==> config.mk <==
export PLATFORM = sky130hd
export DESIGN_NAME = fetch_sequencer
export DESIGN_NICKNAME = d
export VERILOG_FILES = /design/src/rtl/fetch_sequencer_pkg.sv /design/src/rtl/fetch_sequencer_pc_next_mux.sv /design/src/rtl/fetch_sequencer.sv
export SDC_FILE = /design/constraint.sdc
export NUM_CORES = 1
export LEC_CHECK = 0
export CAP_MARGIN = 20
export CORE_UTILIZATION = 40
export CTS_CLUSTER_SIZE = 10
export DETAILED_ROUTE_END_ITERATION = 10
export DONT_BUFFER_PORTS = 1
export GPL_ROUTABILITY_DRIVEN = 0
export GPL_TIMING_DRIVEN = 0
export PLACE_DENSITY_LB_ADDON = 0.25
export SLEW_MARGIN = 20
export SYNTH_ARGS = -nofsm -noshare
export SYNTH_HDL_FRONTEND = slang
export SYNTH_SLANG_ARGS = --single-unit
==> constraint.sdc <==
create_clock -name clk -period 2.2 [get_ports clk]
set_clock_uncertainty 0.15 [all_clocks]
set_input_delay 0.33 -clock clk [delete_from_list [all_inputs] [get_ports clk]]
set_output_delay 0.33 -clock clk [all_outputs]
set_load 0.005 [all_outputs]
==> src/rtl/fetch_sequencer_pkg.sv <==
// Shared CPU definitions for the fetch front end: sequencer state encoding,
// default PC increment and the pending-redirect record.
package fetch_sequencer_pkg;

  typedef enum logic [1:0] {
    ST_IDLE   = 2'd0,
    ST_FETCH  = 2'd1,
    ST_WAIT   = 2'd2,
    ST_HALTED = 2'd3
  } fs_state_e;

  localparam logic [31:0] PC_STEP_DEF = 32'd4;

  typedef struct packed {
    logic        vld;
    logic [31:0] tgt;
  } redir_t;

endpackage

==> src/rtl/fetch_sequencer_pc_next_mux.sv <==
// Combinational next-PC priority selector:
// halt > pending redirect > jmp > branch > stall > sequential.
module pc_next_mux
  import fetch_sequencer_pkg::*;
#(
  parameter logic [31:0] RESET_VEC = 32'h0000_0000,
  parameter logic [31:0] PC_STEP   = PC_STEP_DEF
) (
  input  logic        i_idle,
  input  logic        i_cpl,
  input  logic        i_halt,
  input  redir_t      i_pend,
  input  logic        i_jmp,
  input  logic [31:0] i_jmp_tgt,
  input  logic        i_br,
  input  logic [31:0] i_br_tgt,
  input  logic        i_stall,
  input  logic [31:0] i_pc_cur,
  output logic [31:0] o_pc_next
);

  // The PC register has no enable, so every non-advancing cycle recirculates pc_cur.
  always_comb begin
    o_pc_next = i_pc_cur;
    if (i_idle) begin
      o_pc_next = RESET_VEC;
    end else if (i_cpl) begin
      if (i_halt)        o_pc_next = i_pc_cur;
      else if (i_pend.vld) o_pc_next = i_pend.tgt;
      else if (i_jmp)    o_pc_next = i_jmp_tgt;
      else if (i_br)     o_pc_next = i_br_tgt;
      else if (i_stall)  o_pc_next = i_pc_cur;
      else               o_pc_next = i_pc_cur + PC_STEP;
    end
  end

endmodule

==> src/rtl/fetch_sequencer.sv <==
// Instruction fetch sequencer: drives the imem handshake, tracks redirects that
// arrive while an access is outstanding, and computes the next PC every clock.
module fetch_sequencer
  import fetch_sequencer_pkg::*;
#(
  parameter logic [31:0] RESET_VEC = 32'h0000_0000,
  parameter logic [31:0] PC_STEP   = PC_STEP_DEF
) (
  input  logic        clk,
  input  logic        rst,
  input  logic        start,
  input  logic        halt_req,
  input  logic        stall,
  input  logic        br_taken,
  input  logic [31:0] br_target,
  input  logic        jmp,
  input  logic [31:0] jmp_target,
  input  logic [31:0] pc_cur,
  output logic [31:0] pc_next,
  output logic        imem_req,
  output logic [31:0] imem_addr,
  input  logic        imem_ready,
  output logic        instr_valid,
  output logic [31:0] fetch_cnt,
  output logic [1:0]  state_o
);

  fs_state_e   r_state, w_state_nxt;
  redir_t      r_pend, w_pend_nxt;
  logic [31:0] r_fetch_cnt;
  logic        w_req, w_cpl, w_valid;

  assign w_req = (r_state == ST_FETCH) || (r_state == ST_WAIT);
  assign w_cpl = w_req && imem_ready;

  always_ff @(posedge clk or negedge rst) begin
    if (!rst) begin
      r_state     <= ST_IDLE;
      r_pend      <= '0;
      r_fetch_cnt <= '0;
    end else begin
      r_state <= w_state_nxt;
      r_pend  <= w_pend_nxt;
      if (w_valid && (r_fetch_cnt != '1))
        r_fetch_cnt <= r_fetch_cnt + 32'd1;
    end
  end

  always_comb begin
    w_state_nxt = r_state;
    w_pend_nxt  = r_pend;
    w_valid     = 1'b0;
    case (r_state)
      ST_IDLE: if (start) w_state_nxt = ST_FETCH;
      ST_FETCH, ST_WAIT: begin
        if (w_cpl) begin
          // A fetch completing behind a latched redirect is on the wrong path.
          w_valid     = halt_req || !r_pend.vld;
          w_pend_nxt  = '0;
          w_state_nxt = halt_req ? ST_HALTED : ST_FETCH;
        end else begin
          w_state_nxt = ST_WAIT;
          // Also latch on the FETCH->WAIT cycle so no redirect is lost.
          if (jmp)                         w_pend_nxt = '{vld: 1'b1, tgt: jmp_target};
          else if (br_taken && !r_pend.vld) w_pend_nxt = '{vld: 1'b1, tgt: br_target};
        end
      end
      default: w_state_nxt = ST_HALTED;
    endcase
  end

  pc_next_mux #(
    .RESET_VEC (RESET_VEC),
    .PC_STEP   (PC_STEP)
  ) u_pc_mux (
    .i_idle    (r_state == ST_IDLE),
    .i_cpl     (w_cpl),
    .i_halt    (halt_req),
    .i_pend    (r_pend),
    .i_jmp     (jmp),
    .i_jmp_tgt (jmp_target),
    .i_br      (br_taken),
    .i_br_tgt  (br_target),
    .i_stall   (stall),
    .i_pc_cur  (pc_cur),
    .o_pc_next (pc_next)
  );

  assign imem_req    = w_req;
  assign imem_addr   = pc_cur;
  assign instr_valid = w_valid;
  assign fetch_cnt   = r_fetch_cnt;
  assign state_o     = r_state;

endmodule

# After elaboration in Yosys (flattened, before gate mapping)
# Index checks and enable logic that the tools add are counted.
[totals]
regBits = 67
input_bits = 104
output_inout_bits = 100
[classes]
addsub = 2
n_eq_ne = 4
mux = 16
reduce_logical = 10
[ops]
columns = ["cell", "count"]
rows = [
  ["two-way mux 32 bit", 7],
  ["two-way mux 33 bit", 3],
  ["adder 32 x 1 -> 32 bit (second input constant)", 1],
  ["adder 32 x 3 -> 32 bit (second input constant)", 1],
  ["inequality test 32 bit (second input constant)", 1],
  ["two-way mux 2 bit", 3],
  ["one-hot mux 2 bit (2 select lines)", 1],
  ["logical AND 1 bit", 3],
  ["nonzero test 3 bit", 1],
  ["== test 2 x 1 -> 1 bit (second input constant)", 1],
  ["== test 2 bit (second input constant)", 1],
  ["zero test 2 bit", 1],
  ["logical OR 1 bit", 2],
  ["two-way mux 1 bit", 2],
  ["inequality test 2 bit (second input constant)", 1],
  ["AND reduction 2 bit", 1],
  ["OR reduction 2 bit", 1],
  ["zero test 1 bit", 1],
]

# Depth between registers and ports, before layout
[depth]
word_depth = 8
depth_mapped = 8
depth_no_buf = 7

# By module
# From an unflattened synthesis, not the netlist that was laid out.
[unflattened]
hier_cells = 702
area_unflattened_um2 = 5714.2
[modules_own_cells]
columns = ["module", "instances", "cells_each", "area_each_um2", "seq_area_each_um2"]
rows = [
  ["fetch_sequencer", 1, 356, 3622.2, 1676.6],
  ["pc_next_mux", 1, 346, 2092.0, 0.0],
]

# Worst setup path after synthesis
# No wires, ideal clock.
[synth_timing]
path_kind = "reg2out"
startpoint = "register r_state[0], in the netlist state_o[0]"
endpoint = "output pc_next[17]"
arrival_time_ns = 1.876
t_required_ns = 1.720
path_slack_ns = -0.156
stages_incl_launch_ff = 8
path_cell_list = "dfrtp_1 -> inv_1 -> ha_1 -> nand3b_1 -> clkbuf_1 -> buf_1 -> a21oi_1 -> o32ai_1"
[synth_between]
elab_chain_cells = 5
word_cells_on_any_way = 7
cone_classes = "2 x eq/ne; 2 x mux; 3 x reduce/logical"
[synth_lines]
columns = ["item", "line_no", "text"]
rows = [
  ["from (decl)", "fetch_sequencer.sv:28", "fs_state_e r_state, w_state_nxt;"],
  ["from (signal assigned)", "fetch_sequencer.sv:42", "r_state <= w_state_nxt;"],
  ["== test 2 x 1 -> 1 bit or == test 2 bit (tied branches)", "fetch_sequencer.sv:33", "assign w_req = (r_state == ST_FETCH) || (r_state == ST_WAIT);"],
  ["logical OR 1 bit (*)", "fetch_sequencer.sv:33", ""],
  ["named net imem_req", "fetch_sequencer.sv:20", "output logic imem_req,"],
  ["logical AND 1 bit (*)", "fetch_sequencer.sv:34", "assign w_cpl = w_req && imem_ready;"],
  ["two-way mux 32 bit (*)", "fetch_sequencer_pc_next_mux.sv:27", "end else if (i_cpl) begin"],
  ["two-way mux 32 bit (*)", "fetch_sequencer_pc_next_mux.sv:25", "if (i_idle) begin"],
  ["to (decl)", "fetch_sequencer.sv:19", "output logic [31:0] pc_next,"],
]
# The timed path passes the listed nets; every way through them passes the cells marked *.

# Final worst setup path
[layout_timing]
startpoint = "register r_state[0], in the netlist state_o[0]"
endpoint = "output pc_next[20]"
# Same word-level chain as after synthesis.

==> impl_metrics.json <==
{
  "syn_to_final_growth_pct": 25.7,
  "cts_buffers": 9,
  "hold_depth": 2,
  "power.density_mw_per_mm2": 434,
  "holdCritStartpoint": "br_target[26]",
  "synth_most_common_cell": "nand2_1",
  "ys_async_sr_fraction_pct": 100,
  "clk_path_buf_depth": 2,
  "ys_types": 58,
  "regToRegStartpoint": "state_o[0]$_DFFE_PN0P_",
  "port_buffers": 0,
  "start_util_pct": 41.6,
  "critical_path.top_delay_family": "buffers and inverters",
  "drive_above_1_share_pct": 27.9,
  "ctsHtreeMaxLevel": 3,
  "cts_tree": "built",
  "grt_usage_pct": 27.5,
  "nNetsFinal": 831,
  "timing.final.crit_period_ps": 2610,
  "synth_common_cells": "nand2_1 (82), dfrtp_1 (67), nor3_1 (39), a21oi_1 (36), xor2_1 (34)",
  "worstPathArrival_ps": 2130,
  "via_per_inst": 6.54,
  "required_ps": 1720,
  "max_freq_mhz": 384,
  "hold_class": "input pin to register",
  "die_width_um": 120,
  "postSynthCellCount": 690,
  "p_leak_nw": 2.86,
  "critPathSlowestCell": "dfrtp_1",
  "cpPeakStageDelay_ps": 430,
  "criticalPathCategory": "register to primary output",
  "rows": 42,
  "grt_max_degree": 68,
  "maxCapViolations": 0,
  "worstSkewPairLatency_ps": 330,
  "status": "finished with violations",
  "fillers": 1254,
  "r2r_setup_slack_ps": -270,
  "grt_pass1_wl_um": 31200,
  "violations": "negative setup slack",
  "path_cells": "inv_2 -> ha_4 -> nand3b_1 -> buf_6 -> buf_8 -> buf_4 -> a21oi_1 -> o32ai_2",
  "drt_pre_antenna_iters": 5,
  "setup_violations": 54,
  "synth_nets": 798,
  "rsz0062_at_grt": "true",
  "hold_slack_ps": 77.0,
  "drt-total-wl_um": 20800,
  "die_y_um": 120,
  "pre_cts_slack_ps": -677,
  "ys_warn_count": 0,
  "yosysSeqAreaShare_pct": 29.9,
  "holdPathEnd": "r_pend[26]$_DFFE_PN0P_",
  "antenna_found_initial": 0,
  "slew_headroom_pct": 42.5,
  "synth_ff_type": "dfrtp_1",
  "yosys_register_bits": 67,
  "path_buf_inv": 4,
  "diodes": 0,
  "critPathLaunch": "state_o[0]$_DFFE_PN0P_",
  "wl_per_cell_um": 23.0,
  "netlist_top_cells_area": "dfrtp_1 (30%), nand2_1 (5.5%), xor2_1 (5.3%), mux2i_1 (5.0%), o31ai_1 (4.4%)",
  "r2r_end": "fetch_cnt[24]$_DFFE_PN0P_",
  "netlist.area_leader.share_pct": 29.9,
  "yosys.area.top_type": "dfrtp_1",
  "vias": 5911,
  "rr_worst_depth": 8,
  "slew_violations": 0,
  "cts.sinks": 67,
  "syn_avg_cell_area_um2": 8.12,
  "drt_iter0_markers": 409,
  "netlist_area_mm2": 0.00560,
  "drc_errors": 0,
  "clkTransAtPathRegs_ps": 60,
  "ir_drop_mv": 0.314,
  "grt_pass1_vias": 5825,
  "ant_nets": 0,
  "hpwl_um": 15000,
  "tightest_slew_ps": 863,
  "dieArea_mm2": 0.0145,
  "finalHoldViolCount": 0,
  "ios": 204,
  "core_area_mm2": 0.0135,
  "setup_slack_ps": -406,
  "timing.final.crit_share_pct": 118,
  "start_kind": "register",
  "overflow": 0,
  "endpoint_kind": "primary output",
  "cts_root_buf": "clkbuf_16",
  "synth_edf_count": 0,
  "critPathMaxFanout": 10
}
[layer usage]
layer  track usage [%]  wire [um]  vias up
met2              48.0      10400      357
met3              6.60       1850       59
li1                  -          -     2591
met5                 0          0        -
met1              32.2       7820     2904
met4              11.6        792        0
[area by class of cell]
cell class / instances / area, um2 / area share, %
Tap cell: 176 / 220 / 3.13
Clock buffer: 15 / 288 / 4.09
Timing Repair Buffer: 24 / 278 / 3.94
Inverter: 12 / 45.0 / 0.640
Sequential cell: 67 / 1690 / 24.0
Clock inverter: 1 / 5.00 / 0.0711
Multi-Input combinational cell: 531 / 3980 / 56.5
Buffer: 78 / 537 / 7.62
[through the flow]
stage	cells	setup TNS, ps	instance area [um2]	power, W	util [%]
detailed placement	866	-17410	5830	0.00158	43.4
finish	904	-12710	7040	0.00305	52.4
floorplan	690	0	5610	0.00152	-
global placement	866	-15150	5830	0.00158	43.4
global route	904	-16970	7040	0.00317	52.4
CTS	893	-12320	6630	0.00305	49.3
[logic make-up after synthesis]
family                   after synthesis  synth area share (%)
multiplexers                          30                  5.40
XOR/XNOR                              53                  8.29
adder cells (fa/ha/maj)                4                 0.893
AND/OR/NAND/NOR                      287                  27.5
buffers and inverters                 92                  8.64
AO/OA/AOI/OAI                        157                  19.3
flip-flops                            67                  29.9
[sequential cells by signal (all words and copies together) (netlist names)]
register	count
r_pend	33
state_o	2
fetch_cnt	32
[layout by cell type, fill, tap and decap left out, types with 11 or more instances in the layout]
master,n
a21oi_1,23
a21oi_2,13
a221oi_1,17
buf_2,11
buf_4,44
clkbuf_1,15
clkbuf_16,12
clkbuf_2,12
dfrtp_1,58
mux2i_1,28
nand2_1,80
nand3_1,23
nand4_1,22
nor2_1,29
nor2b_1,22
nor3_1,18
nor3_4,14
nor4_1,13
o21ai_0,15
o31ai_1,33
xnor2_1,19
xor2_1,34
[report_power, final]
group / internal (W) / total, W / switching (W)
registers: 0.00123 / 0.00123 / 0
logic: 0.000175 / 0.000411 / 0.000236
clock network: 0.000886 / 0.00141 / 0.000524
total: 0.00229 / 0.00305 / 0.000761
[how the worst max path moves through the flow]
stage	slack, ps	cells after the start	end
2_1_floorplan	30	6	pc_next[8]
3_3_place_gp	-620	6	pc_next[23]
3_5_place_dp	-680	6	pc_next[23]
4_1_cts	-400	8	pc_next[25]
5_1_grt	-450	5	pc_next[20]
6_report	-410	8	pc_next[20]
[what timing repair did]
item                                   in CTS  in global routing
gates resized for setup                    87                 73
setup buffers                               8                  8
hold buffers                                3                  0
setup endpoints to repair                  84                 97
endpoints found under the hold margin      68                  0
cloned                                      1                  4
pin swaps                                  32                 22
Note: power is estimated with default switching activity, not from simulation.
